### src/rtl/ins_fetcher_pkg.sv
// Shared widths, flags, FSM encoding and queue entry
// layout for the instruction fetch front end.
package ins_fetcher_pkg;

  localparam int Addr_SIZE = 32;
  localparam int Inst_SIZE = 32;
  localparam int Word_SIZE = 32;

  localparam logic True  = 1'b1;
  localparam logic False = 1'b0;

  typedef enum logic [1:0] {
    IDLE = 2'd0,
    ASK  = 2'd1,
    WAIT = 2'd2,
    DROP = 2'd3
  } if_state_e;

  typedef struct packed {
    logic [Inst_SIZE-1:0] inst;
    logic [Addr_SIZE-1:0] pc;
  } q_entry_t;

endpackage

### src/rtl/ins_fetcher_if_queue.sv
// In-order instruction queue holding {inst, pc} pairs;
// the head reads as zero while the queue is empty.
module if_queue
  import ins_fetcher_pkg::*;
#(
  parameter int DEPTH = 4
) (
  input  logic                   clk,
  input  logic                   rst_n,
  input  logic                   en,
  input  logic                   push,
  input  logic                   pop,
  input  logic                   clear,
  input  q_entry_t               din,
  output q_entry_t               head,
  output logic                   full,
  output logic                   empty,
  output logic [$clog2(DEPTH):0] count
);

  localparam int PW = $clog2(DEPTH);

  q_entry_t      mem_q [DEPTH];
  logic [PW-1:0] wr_q, wr_d;
  logic [PW-1:0] rd_q, rd_d;
  logic [PW:0]   cnt_q, cnt_d;
  logic          do_push;
  logic          do_pop;

  assign empty = (cnt_q == '0);
  assign full  = (cnt_q == (PW+1)'(DEPTH));
  assign count = cnt_q;
  assign head  = empty ? '0 : mem_q[rd_q];

  // a pop frees the slot a same-cycle push needs when full
  always_comb begin
    do_pop  = pop && !empty;
    do_push = push && (!full || do_pop);
    wr_d    = wr_q;
    rd_d    = rd_q;
    cnt_d   = cnt_q;
    if (clear) begin
      wr_d  = '0;
      rd_d  = '0;
      cnt_d = '0;
    end else begin
      if (do_push) wr_d = wr_q + PW'(1);
      if (do_pop)  rd_d = rd_q + PW'(1);
      cnt_d = cnt_q + {{PW{1'b0}}, do_push}
                    - {{PW{1'b0}}, do_pop};
    end
  end

  always_ff @(posedge clk or negedge rst_n) begin
    if (!rst_n) begin
      wr_q  <= '0;
      rd_q  <= '0;
      cnt_q <= '0;
    end else if (en) begin
      wr_q  <= wr_d;
      rd_q  <= rd_d;
      cnt_q <= cnt_d;
    end
  end

  always_ff @(posedge clk or negedge rst_n) begin
    if (!rst_n) begin
      for (int i = 0; i < DEPTH; i++) mem_q[i] <= '0;
    end else if (en && do_push && !clear) begin
      mem_q[wr_q] <= din;
    end
  end

endmodule

### src/rtl/ins_fetcher.sv
// Instruction fetcher: PC, one-outstanding fetch FSM
// towards mem_ctrl, and the decoder-facing queue.
module ins_fetcher
  import ins_fetcher_pkg::*;
#(
  parameter int          QUEUE_DEPTH = 4,
  parameter logic [31:0] RESET_PC    = 32'h0
) (
  input  logic        clk_in,
  input  logic        rst_n_in,
  input  logic        rdy_in,
  output logic        IF_MC_ask,
  output logic [31:0] IF_MC_Addr,
  input  logic        MC_IF_ok,
  input  logic        MC_IF_arrive,
  input  logic [31:0] MC_IF_Inst,
  output logic        IF_DEC_valid,
  output logic [31:0] IF_DEC_Inst,
  output logic [31:0] IF_DEC_PC,
  input  logic        DEC_IF_ready,
  input  logic        ROB_IF_flush,
  input  logic [31:0] ROB_IF_pc
);

  localparam int CW = $clog2(QUEUE_DEPTH) + 1;

  if_state_e state_q, state_d;

  logic [Addr_SIZE-1:0] pc_q, pc_d;
  logic [Addr_SIZE-1:0] req_pc_q, req_pc_d;
  logic [Addr_SIZE-1:0] addr_q, addr_d;
  logic                 ask_q, ask_d;

  q_entry_t      q_in;
  q_entry_t      q_head;
  logic          q_push;
  logic          q_full;
  logic          q_empty;
  logic [CW-1:0] q_count;
  logic          q_space;

  assign q_space = !q_full && (q_count < CW'(QUEUE_DEPTH));
  assign q_in    = '{inst: MC_IF_Inst, pc: req_pc_q};

  always_ff @(posedge clk_in or negedge rst_n_in) begin
    if (!rst_n_in) state_q <= IDLE;
    else if (rdy_in) state_q <= state_d;
  end

  always_comb begin
    state_d = state_q;
    unique case (state_q)
      IDLE: if (!ROB_IF_flush && q_space) state_d = ASK;
      ASK: begin
        if (MC_IF_ok)          state_d = ROB_IF_flush ? DROP : WAIT;
        else if (ROB_IF_flush) state_d = IDLE;
      end
      WAIT: begin
        if (MC_IF_arrive)      state_d = IDLE;
        else if (ROB_IF_flush) state_d = DROP;
      end
      // the stale word is owed regardless of a new redirect
      DROP: if (MC_IF_arrive) state_d = IDLE;
    endcase
  end

  always_comb begin
    pc_d     = pc_q;
    req_pc_d = req_pc_q;
    ask_d    = ask_q;
    addr_d   = addr_q;
    q_push   = False;
    unique case (state_q)
      IDLE: begin
        if (!ROB_IF_flush && q_space) begin
          ask_d    = True;
          addr_d   = pc_q;
          req_pc_d = pc_q;
        end
      end
      ASK: if (MC_IF_ok) ask_d = False;
      WAIT: begin
        if (MC_IF_arrive && !ROB_IF_flush) begin
          q_push = True;
          pc_d   = req_pc_q + 32'd4;
        end
      end
      DROP: ;
    endcase
    if (ROB_IF_flush) begin
      pc_d  = ROB_IF_pc;
      ask_d = False;
    end
  end

  always_ff @(posedge clk_in or negedge rst_n_in) begin
    if (!rst_n_in) begin
      pc_q     <= RESET_PC;
      req_pc_q <= '0;
      addr_q   <= '0;
      ask_q    <= False;
    end else if (rdy_in) begin
      pc_q     <= pc_d;
      req_pc_q <= req_pc_d;
      addr_q   <= addr_d;
      ask_q    <= ask_d;
    end
  end

  if_queue #(
    .DEPTH(QUEUE_DEPTH)
  ) u_queue (
    .clk  (clk_in),
    .rst_n(rst_n_in),
    .en   (rdy_in),
    .push (q_push),
    .pop  (DEC_IF_ready),
    .clear(ROB_IF_flush),
    .din  (q_in),
    .head (q_head),
    .full (q_full),
    .empty(q_empty),
    .count(q_count)
  );

  assign IF_MC_ask    = ask_q;
  assign IF_MC_Addr   = addr_q;
  assign IF_DEC_valid = !q_empty;
  assign IF_DEC_Inst  = q_head.inst;
  assign IF_DEC_PC    = q_head.pc;

endmodule

### config.mk
export PLATFORM = sky130hd
export DESIGN_NAME = ins_fetcher
export DESIGN_NICKNAME = d
export VERILOG_FILES = /design/src/rtl/ins_fetcher_pkg.sv /design/src/rtl/ins_fetcher_if_queue.sv /design/src/rtl/ins_fetcher.sv
export SDC_FILE = /design/constraint.sdc
export NUM_CORES = 1
export LEC_CHECK = 0
export BUFFER_PORTS_ARGS = -buffer_cell sky130_fd_sc_hd__buf_2
export CAP_MARGIN = 20
export CORE_MARGIN = 4
export CORE_UTILIZATION = 45
export DETAILED_ROUTE_END_ITERATION = 10
export PLACE_DENSITY_LB_ADDON = 0.1
export SLEW_MARGIN = 5
export SYNTH_ARGS = -nofsm -noshare
export SYNTH_HDL_FRONTEND = slang
export SYNTH_SLANG_ARGS = --single-unit
export TNS_END_PERCENT = 1
### constraint.sdc
create_clock -name clk_in -period 2.02 [get_ports clk_in]
set_input_delay 0.404 -clock clk_in [delete_from_list [all_inputs] [get_ports clk_in]]
set_output_delay 0.404 -clock clk_in [all_outputs]
set_load 0.05 [all_outputs]
# Word level (Yosys, flattened, before mapping)
# Cells that the tools add are included.
# classes
add_sub_neg	5
n_mul	0
n_lt_le_gt_ge	4
n_shift	0
bitwise_logic	2
div_mod_pow	0
n_eq_ne	9
reduce_logical	25
muxes	29
# ops
op	n
$bwmux 256	1
$mux 64	4
$bmux 64 s2	1
$demux 64 s2	1
$mux 32	3
$add 32x3->32 const B	1
$mux 2	10
$ne 3x3->1 const B	3
$logic_and 1x1->1	8
$pmux 2 s4	1
$reduce_bool 2->1	4
$ge 3x3->1 const B	2
$mux 1	6
$not 2->3	2
$reduce_and 3->1	2
$reduce_and 5->1	1
$add 2x1->2 const B	2
$eq 2x2->1 const B	2
$ne 2x2->1 const B	2
$reduce_and 2->1	2
$reduce_and 4->1	1
$add 3x1->3	1
$eq 3x3->1 const B	1
$logic_not 1->1	3
other kinds (10)	10
# word_totals
mem_bits_ro	0
ram_bits	0
latch_bits	0
register_bits	330
elab_cells	89
n_memories	0

# Logic depth before layout (Yosys ltp)
# Gate-level depths: netlist of run 1.
# logic_depth
ltp_word	8
ltp_mapped	10

# By module
# Synthesis of run 1 repeated with hierarchy kept, for this count alone.
# hier_totals
hier_cells	1075
hier_area_um2	15533.6
# modules_own_cells
mod	area_each_um2	seq_area_each_um2	cells_per_inst	n_inst
if_queue	12120.4	6581.3	746	1
ins_fetcher	3413.3	1676.6	329	1

# Least setup slack after synthesis of run 1
# Ideal clock, no wire load.
# synth_timing
path_type	flip-flop to flip-flop
start	register, netlist name IF_MC_Addr[14]
end	register pc_q[23]
setup_slack_ns	-0.407
t_arrival_ns	2.362
setup_time_ns	0.065
n_path_buf	1
required_time_ns	1.955
synth_period_minus_slack_ns	2.427
stages_incl_launch_ff	7
cell_sequence	dfrtp_1 buf_2 nand4_2 or4_4 or4_1 a31o_1 nand2_1
# synth_rtl
item	line_no	rtl
to (signal assigned)	ins_fetcher.sv:103	pc_q <= pc_d;
to (decl)	ins_fetcher.sv:29	logic [Addr_SIZE-1:0] pc_q, pc_d;

# Final worst setup path of run 1
# layout_timing
start	register u_queue.rd_q[0]
end	output IF_DEC_Inst[6]
# layout_between
elab_chain_len	5
# layout_lines
item	line_no	rtl
from (decl)	ins_fetcher_if_queue.sv:25	logic [PW-1:0] rd_q, rd_d;
from (signal assigned)	ins_fetcher_if_queue.sv:61	rd_q <= rd_d;
$not 2->3 (not written as such)	ins_fetcher_if_queue.sv:33	assign head = empty ? '0 : mem_q[rd_q];
$bmux 64 s2	ins_fetcher_if_queue.sv:33	
$mux 64 (not written as such) (2 in a row)	ins_fetcher_if_queue.sv:33	
$mux 64	ins_fetcher_if_queue.sv:33	
to (decl)	ins_fetcher.sv:18	output logic [31:0] IF_DEC_Inst,
# Every way passes these cells. The select of a mux whose other input is x is not followed.

==> qor.csv, run 1 <==
metric;value;unit
number of antenna violations at the first check in global routing;3;
io pins;169;
final worst path period share;126.0;%
startpoint of the tightest hold check path;MC_IF_Inst[8];
clock buffer count from CTS;37;
Post-Synthesis Cell Area;15360;sq um
crit start category;flop;
number of violations of the max-capacitance limit;0;
synthesized flop and latch total;330;
Peak supply drop;1.312;mV
routed vias;9839;
Port Buffer Count;168;
Cells after Synth;1105;
final critical-path required period;2.545;ns
async set or reset register ratio after synthesis;100.0;%
Cell Count Post-Placement;1732;
dominant cell by count in the synthesized netlist;sky130_fd_sc_hd__dfrtp_1;
clock tree from TritonCTS;built;
Slowest-stage cell, CP;sky130_fd_sc_hd__mux4_2;
average wire per standard cell;20.70;um
worst-case headroom to the max-slew limit;69.87;%
worst path bufs/invs;3;
vias in the first global route;10520;
destination of the worst hold path;u_queue.mem_q[104];
Worst Path Class, Setup;reg -> out;
drt total wl;37.45;mm
total power density per cell area;1505;nW/um^2
setup_tns;-30.82;ns
R2R setup slack;-0.10;ns
number of nets at the end of the flow;1411;
Die X;192.8;um
top cells by area in the synthesized netlist;sky130_fd_sc_hd__dfrtp_1 (54%), sky130_fd_sc_hd__mux2_2 (21%), sky130_fd_sc_hd__mux4_2 (9.4%);
Synth area leader;sky130_fd_sc_hd__dfrtp_1;
residual DRC count;0;
Layout area overhead;27.93;%
die area;37150;sq um
wire length of the first global-routing pass;59.85;mm
Clock Pin Slew Worst Setup and Hold Paths;0.06;ns
count of synthesis-stage warnings from yosys;0;
fraction of the yosys area taken by sequential cells;53.76;%
library cells used by synthesis;50;
post-layout worst setup margin;-0.5250;ns
clock buffer depth;3;
required time at the endpoint of the critical path;1.62;ns
share of layout cells above drive strength 1;57.72;%
Synth top cells by count;sky130_fd_sc_hd__dfrtp_1 (330), sky130_fd_sc_hd__mux2_2 (288), sky130_fd_sc_hd__and2_1 (65);
number of enable flip-flop cells after synthesis;0;
dpl cell area;17610;sq um
run status;complete, but fails checks;
Post-Synthesis Net Count;1183;
worst setup skew after layout;0.01097;ns
endpoint arrival time on the critical path;2.14;ns
longest individual stage delay on the worst path;0.50;ns
total global-route track usage;20.52;%
Avg Inst Size Synth;13.90;sq um
worst hold stages;2;
depth of the most critical reg-to-reg path;8;
r2r startpoint;u_queue.count[0];
worst slew pin tran;0.4520;ns
Synth top area share;53.76;%
Starting DRT DRC Count;419;
Final Wtd Congestion;0.7783;
residual overflow from global routing;0;
Row Count;67;
leading register cell type out of synthesis;sky130_fd_sc_hd__dfrtp_1;
setup violation total in the final timing report;67;
Worst Hold Class;in -> reg;
Highest Clock Rate;392.9;MHz
cell area after layout;19650;sq um
fin. max-slew vios;0;
HPWL after detailed placement;24.80;mm
post-detailed-route count of antenna-violating nets;0;
failing checks;setup timing;
clock sinks;330;
clock latency on the worst-skew pair;0.51;ns
R2R Path End;u_queue.count[1];
floorplan die height;192.8;um
number of detailed-route iterations in the first pass;4;
cell class contributing the biggest share of worst-path delay;multiplexers;
final count of hold timing violations;0;
CTS Root Cell;sky130_fd_sc_hd__clkbuf_16;
Std-Cell Core Area;33620;sq um
worst-path cell chain;buf_12 -> clkbuf_16 -> mux4_2 -> and2_4 -> buf_6;
filler-free cell count of the finished design;1809;
largest net degree at the start of global routing;50;
setup repair after global routing missed its margin;yes;
starting density of the core;45.69;%
leakage;9.368;nW
nature of the critical path endpoint;output port;
Vias per Instance;5.439;
deepest level of the CTS H-tree;2;
worst-path fanout max;6;
==> layout by cell type, fill, tap and decap left out, types with 15 or more instances in the layout <==
cell	instances
sky130_fd_sc_hd__a21oi_1	24
sky130_fd_sc_hd__and2_4	59
sky130_fd_sc_hd__buf_12	33
sky130_fd_sc_hd__buf_2	102
sky130_fd_sc_hd__buf_4	68
sky130_fd_sc_hd__buf_6	54
sky130_fd_sc_hd__buf_8	15
sky130_fd_sc_hd__clkbuf_16	41
sky130_fd_sc_hd__dfrtp_1	314
sky130_fd_sc_hd__mux2_2	288
sky130_fd_sc_hd__mux4_2	64
sky130_fd_sc_hd__nand2_1	39
sky130_fd_sc_hd__nor2_1	20
sky130_fd_sc_hd__o21ai_0	41
sky130_fd_sc_hd__xnor2_1	20
==> cell families after synthesis <==
group           share of synthesized area, %
flops                                  53.76
xor+xnor                               1.426
buf+inv                                2.876
compound gates                         3.487
simple gates                           7.006
mux                                    30.82
fa+ha+maj                             0.6191
==> area by class of cell <==
cell class	count	area (sq um)
Fill cell	2753	13970
Sequential cell	330	8283
Multi-Input combinational cell	673	6913
Timing Repair Buffer	278	2658
Clock buffer	57	1134
Tap cell	448	560.5
Clock inverter	9	51.30
Inverter	13	48.80
Antenna cell	1	2.502
==> state kept, by name (all words and copies together) (netlist names) <==
register       flops
state_q            2
pc_q              32
u_queue.rd_q       2
u_queue.wr_q       2
u_queue.count      3
IF_MC_Addr        32
IF_MC_ask          1
u_queue.mem_q    256
==> worst max-delay path by stage <==
| stage | slack (ns) | endpoint | depth (start not counted) | start |
|---|---|---|---|---|
| global placement | -0.43 | u_queue.mem_q[68] | 6 | DEC_IF_ready |
| CTS | -0.60 | IF_DEC_Inst[28] | 6 | u_queue.rd_q[0] |
| floorplan | -0.11 | pc_q[23] | 6 | IF_MC_Addr[11] |
| global route | -0.59 | IF_DEC_Inst[6] | 5 | u_queue.rd_q[0] |
| finish | -0.53 | IF_DEC_Inst[6] | 5 | u_queue.rd_q[0] |
| detailed placement | -0.44 | u_queue.mem_q[66] | 6 | DEC_IF_ready |
==> repair_timing <==
action / 4_1_cts / 5_1_grt
setup buffers: 5 / 0
pin swaps: 1 / 4
hold buffers: 1 / 0
cloned: 3 / 2
endpoints found under the setup margin: 324 / 188
resized for setup: 145 / 84
hold endpoints to repair: 29 / 0
==> per-layer routing <==
metal / share of wire (%) / track usage [%] / wire [um]
met5: 0.088 / 0 / 33
met4: 2.1 / 5.293 / 769
met3: 4.3 / 3.763 / 1601
met2: 48 / 33.00 / 18100
met1: 45 / 29.01 / 16940
==> stage by stage <==
stage	util [%]	hold WS, ns	setup WS [ns]	total power, W
after floorplan	-	0.1084	-0.1137	0.01814
after global placement	52.37	0.3559	-0.4300	0.02132
after detailed placement	52.37	0.3537	-0.4362	0.02154
after CTS	57.64	0.1369	-0.5956	0.02928
after global routing	58.45	0.1478	-0.5878	0.03126
final	58.45	0.1643	-0.5250	0.02957
==> power by group <==
group / switching, W / internal (W)
logic: 0.00695 / 0.00608
registers: 0.00121 / 0.00884
clock network: 0.00262 / 0.00386
==> worst reg2reg max path, cell delays in order, from the launching register on <==
cell                       delay, ns
sky130_fd_sc_hd__dfrtp_1        0.38
sky130_fd_sc_hd__or3_4          0.43
sky130_fd_sc_hd__and3_4         0.20
sky130_fd_sc_hd__o21bai_1       0.15
sky130_fd_sc_hd__ha_1           0.19
sky130_fd_sc_hd__inv_1          0.07
sky130_fd_sc_hd__fa_1           0.41
sky130_fd_sc_hd__nor2_1         0.09
sky130_fd_sc_hd__mux2_2         0.15
Power figures use the tool's default switching activity.
==> run 2, diff against run 1 <==
PLACE_DENSITY = 0.75   (was default)
PLACE_DENSITY_LB_ADDON = default   (was 0.1)
TNS_END_PERCENT = 50   (was 1)
==> run 2 against run 1 <==
  * Largest cell class unchanged
  * Wire length up 12%
  * Worst setup slack worse by 0.097 ns
  * The flow still finishes with violations (setup timing)
  * Non-clock buffer count is 9 higher
  * Highest routed layer unchanged
  * Critical path type unchanged
  * Sequential power is essentially flat
  * Via count grew 5.3%
  * Cell area up 3.6%
  * Largest power group unchanged
  * Combinational power is 6% higher
  * Global-route usage up 0.82 points
==> qor.csv, run 2 (synthesis results as in run 1) <==
metric;value;unit;change
residual DRC count;0;;unchanged
clock buffer depth;3;;unchanged
number of nets at the end of the flow;1420;;was 1411
failing checks;setup timing;;unchanged
number of detailed-route iterations in the first pass;5;;was 4
most common cell after layout, fill and taps aside;sky130_fd_sc_hd__dfrtp_1;;unchanged
Highest Clock Rate;378.5;MHz;was 392.9 MHz
Row Count;67;;unchanged
leakage;9.799;nW;was 9.368 nW
number of violations of the max-capacitance limit;0;;unchanged
starting density of the core;45.69;%;unchanged
Std-Cell Core Area;33620;sq um;unchanged
worst setup skew after layout;0.01694;ns;was 0.01097 ns
number of inserted filler cells in the final layout;2478;;was 2753
Port Buffer Count;168;;unchanged
clock tree from TritonCTS;built;;unchanged
deepest level of the CTS H-tree;2;;unchanged
longest individual stage delay on the worst path;0.51;ns;was 0.50 ns
Cell Count Post-Placement;1716;;was 1732
destination of the worst hold path;state_q[1];;was u_queue.mem_q[104]
number of flip-flops in the largest register;256;;unchanged
number of antenna violations at the first check in global routing;2;;was 3
Die X;192.8;um;unchanged
crit start category;flop;;unchanged
wire length of the first global-routing pass;61.45;mm;was 59.85 mm
Largest Register;u_queue.mem_q;;unchanged
r2r startpoint;u_queue.count[1];;was u_queue.count[0]
Vias per Instance;5.693;;was 5.439
average wire per standard cell;23.06;um;was 20.70 um
worst path bufs/invs;4;;was 3
Layout area overhead;32.53;%;was 27.93%
fin. max-slew vios;0;;unchanged
drt total wl;41.94;mm;was 37.45 mm
most used cells in the layout excluding fill and tap cells;sky130_fd_sc_hd__dfrtp_1 (311), sky130_fd_sc_hd__mux2_2 (230), sky130_fd_sc_hd__buf_2 (102);;was sky130_fd_sc_hd__dfrtp_1 (314), sky130_fd_sc_hd__mux2_2 (288), sky130_fd_sc_hd__buf_2 (102)
Clock Pin Slew Worst Setup and Hold Paths;0.06;ns;about the same
most prevalent standard cell on the critical path;sky130_fd_sc_hd__buf_12;;
R2R Path End;u_queue.count[2];;was u_queue.count[1]
clock sinks;330;;unchanged
HPWL after detailed placement;24.00;mm;was 24.80 mm
Worst Path Class, Setup;reg -> out;;unchanged
largest net degree at the start of global routing;75;;was 50
worst slew pin tran;0.4322;ns;was 0.4520 ns
residual overflow from global routing;0;;unchanged
clock buffer count from CTS;37;;unchanged
routed vias;10360;;was 9839
depth of the most critical reg-to-reg path;10;;was 8
total global-route track usage;21.34;%;was 20.52%
worst hold stages;2;;unchanged
post-layout worst setup margin;-0.6219;ns;was -0.5250 ns
CTS Root Cell;sky130_fd_sc_hd__clkbuf_16;;unchanged
share of layout cells above drive strength 1;58.91;%;was 57.72%
Global Route met3 Usage;3.238;%;was 3.763%
R2R setup slack;-0.20;ns;was -0.10 ns
global-route track usage on met1;29.52;%;was 29.01%
die area;37150;sq um;unchanged
vias in the first global route;10820;;was 10520
filler-free cell count of the finished design;1819;;was 1809
endpoint arrival time on the critical path;2.24;ns;was 2.14 ns
cell class contributing the biggest share of worst-path delay;buffers and inverters;;was multiplexers
Peak supply drop;0.9388;mV;was 1.312 mV
worst-case headroom to the max-slew limit;71.19;%;was 69.87%
setup violation total in the final timing report;98;;was 67
io pins;169;;unchanged
final critical-path required period;2.642;ns;was 2.545 ns
setup repair after global routing missed its margin;yes;;unchanged
total power density per cell area;1522;nW/um^2;was 1505 nW/um^2
post-detailed-route count of antenna-violating nets;0;;unchanged
startpoint of the tightest hold check path;MC_IF_arrive;;was MC_IF_Inst[8]
worst-path cell chain;buf_12 -> buf_12 -> buf_16 -> mux4_2 -> and2_4 -> buf_8;;was buf_12 -> clkbuf_16 -> mux4_2 -> and2_4 -> buf_6
met2 track demand over resource;35.38;%;was 33.00%
Starting DRT DRC Count;583;;was 419
post-route worst hold slack;0.1373;ns;was 0.1643 ns
final worst path period share;130.8;%;was 126.0%
worst-path fanout max;6;;unchanged
floorplan die height;192.8;um;unchanged
nature of the critical path endpoint;output port;;unchanged
Worst Hold Class;in -> reg;;unchanged
run status;complete, but fails checks;;unchanged
required time at the endpoint of the critical path;1.62;ns;about the same
clock latency on the worst-skew pair;0.52;ns;was 0.51 ns
Final Wtd Congestion;0.8053;;was 0.7783
final count of hold timing violations;0;;unchanged
Slowest-stage cell, CP;sky130_fd_sc_hd__dfrtp_4;;was sky130_fd_sc_hd__mux4_2
most used routing layer;met2;;unchanged
==> run 2: timing repair <==
| action | 4_1_cts | 5_1_grt |
|---|---|---|
| pin swaps | 16 | 25 |
| hold endpoints to repair | 32 | 0 |
| hold buffers | 1 | 0 |
| gates resized for setup | 151 | 147 |
| buffers inserted | 7 | 7 |
| cloned | 11 | 10 |
| setup endpoints to repair | 323 | 196 |
==> run 2: stage by stage <==
stage	power, W	worst slack, ns	setup TNS (ns)	instance area (sq um)	utilization (%)
finish	0.03099	-0.6219	-33.69	20360	60.55
CTS	0.03018	-0.6266	-36.22	19550	58.16
floorplan	0.01816	-0.1137	-1.626	15490	-
global route	0.03242	-0.6552	-41.75	20360	60.55
global placement	0.02091	-0.1301	-18.77	17430	51.84
detailed placement	0.02133	-0.1646	-21.11	17430	51.84
==> run 2: how the worst max path moves through the flow <==
stage               depth (start not counted)        startpoint                to  slack [ns]
CTS                                         5   u_queue.rd_q[0]      IF_DEC_PC[1]       -0.63
floorplan                                   6    IF_MC_Addr[11]          pc_q[23]       -0.11
global route                                6   u_queue.rd_q[0]     IF_DEC_PC[24]       -0.66
finish                                      6   u_queue.rd_q[0]     IF_DEC_PC[24]       -0.62
global placement                            8  u_queue.count[0]  u_queue.count[1]       -0.13
detailed placement                          7  u_queue.count[0]  u_queue.count[2]       -0.16
==> run 2: power by group <==
group          leakage (nW)  switching, W  internal (W)
Clock                 0.627       0.00271       0.00419
Sequential             4.37       0.00141       0.00885
Combinational          4.80       0.00730       0.00652
Total                  9.80        0.0114        0.0196
==> run 2: routing by layer <==
metal,routed length [um],part of all wire (%)
met1,18210,43
met2,20690,49
met3,2019,4.8
met4,1004,2.4
met5,13,0.031
==> run 2: cell type report <==
type / count / area (sq um) / area share (%)
Antenna cell: 1 / 2.502 / 0.01229
Clock buffer: 55 / 1146 / 5.630
Clock inverter: 12 / 122.6 / 0.6024
Inverter: 13 / 48.80 / 0.2397
Multi-Input combinational cell: 673 / 7176 / 35.25
Sequential cell: 330 / 8287 / 40.71
Tap cell: 448 / 560.5 / 2.754
Timing Repair Buffer: 287 / 3013 / 14.80
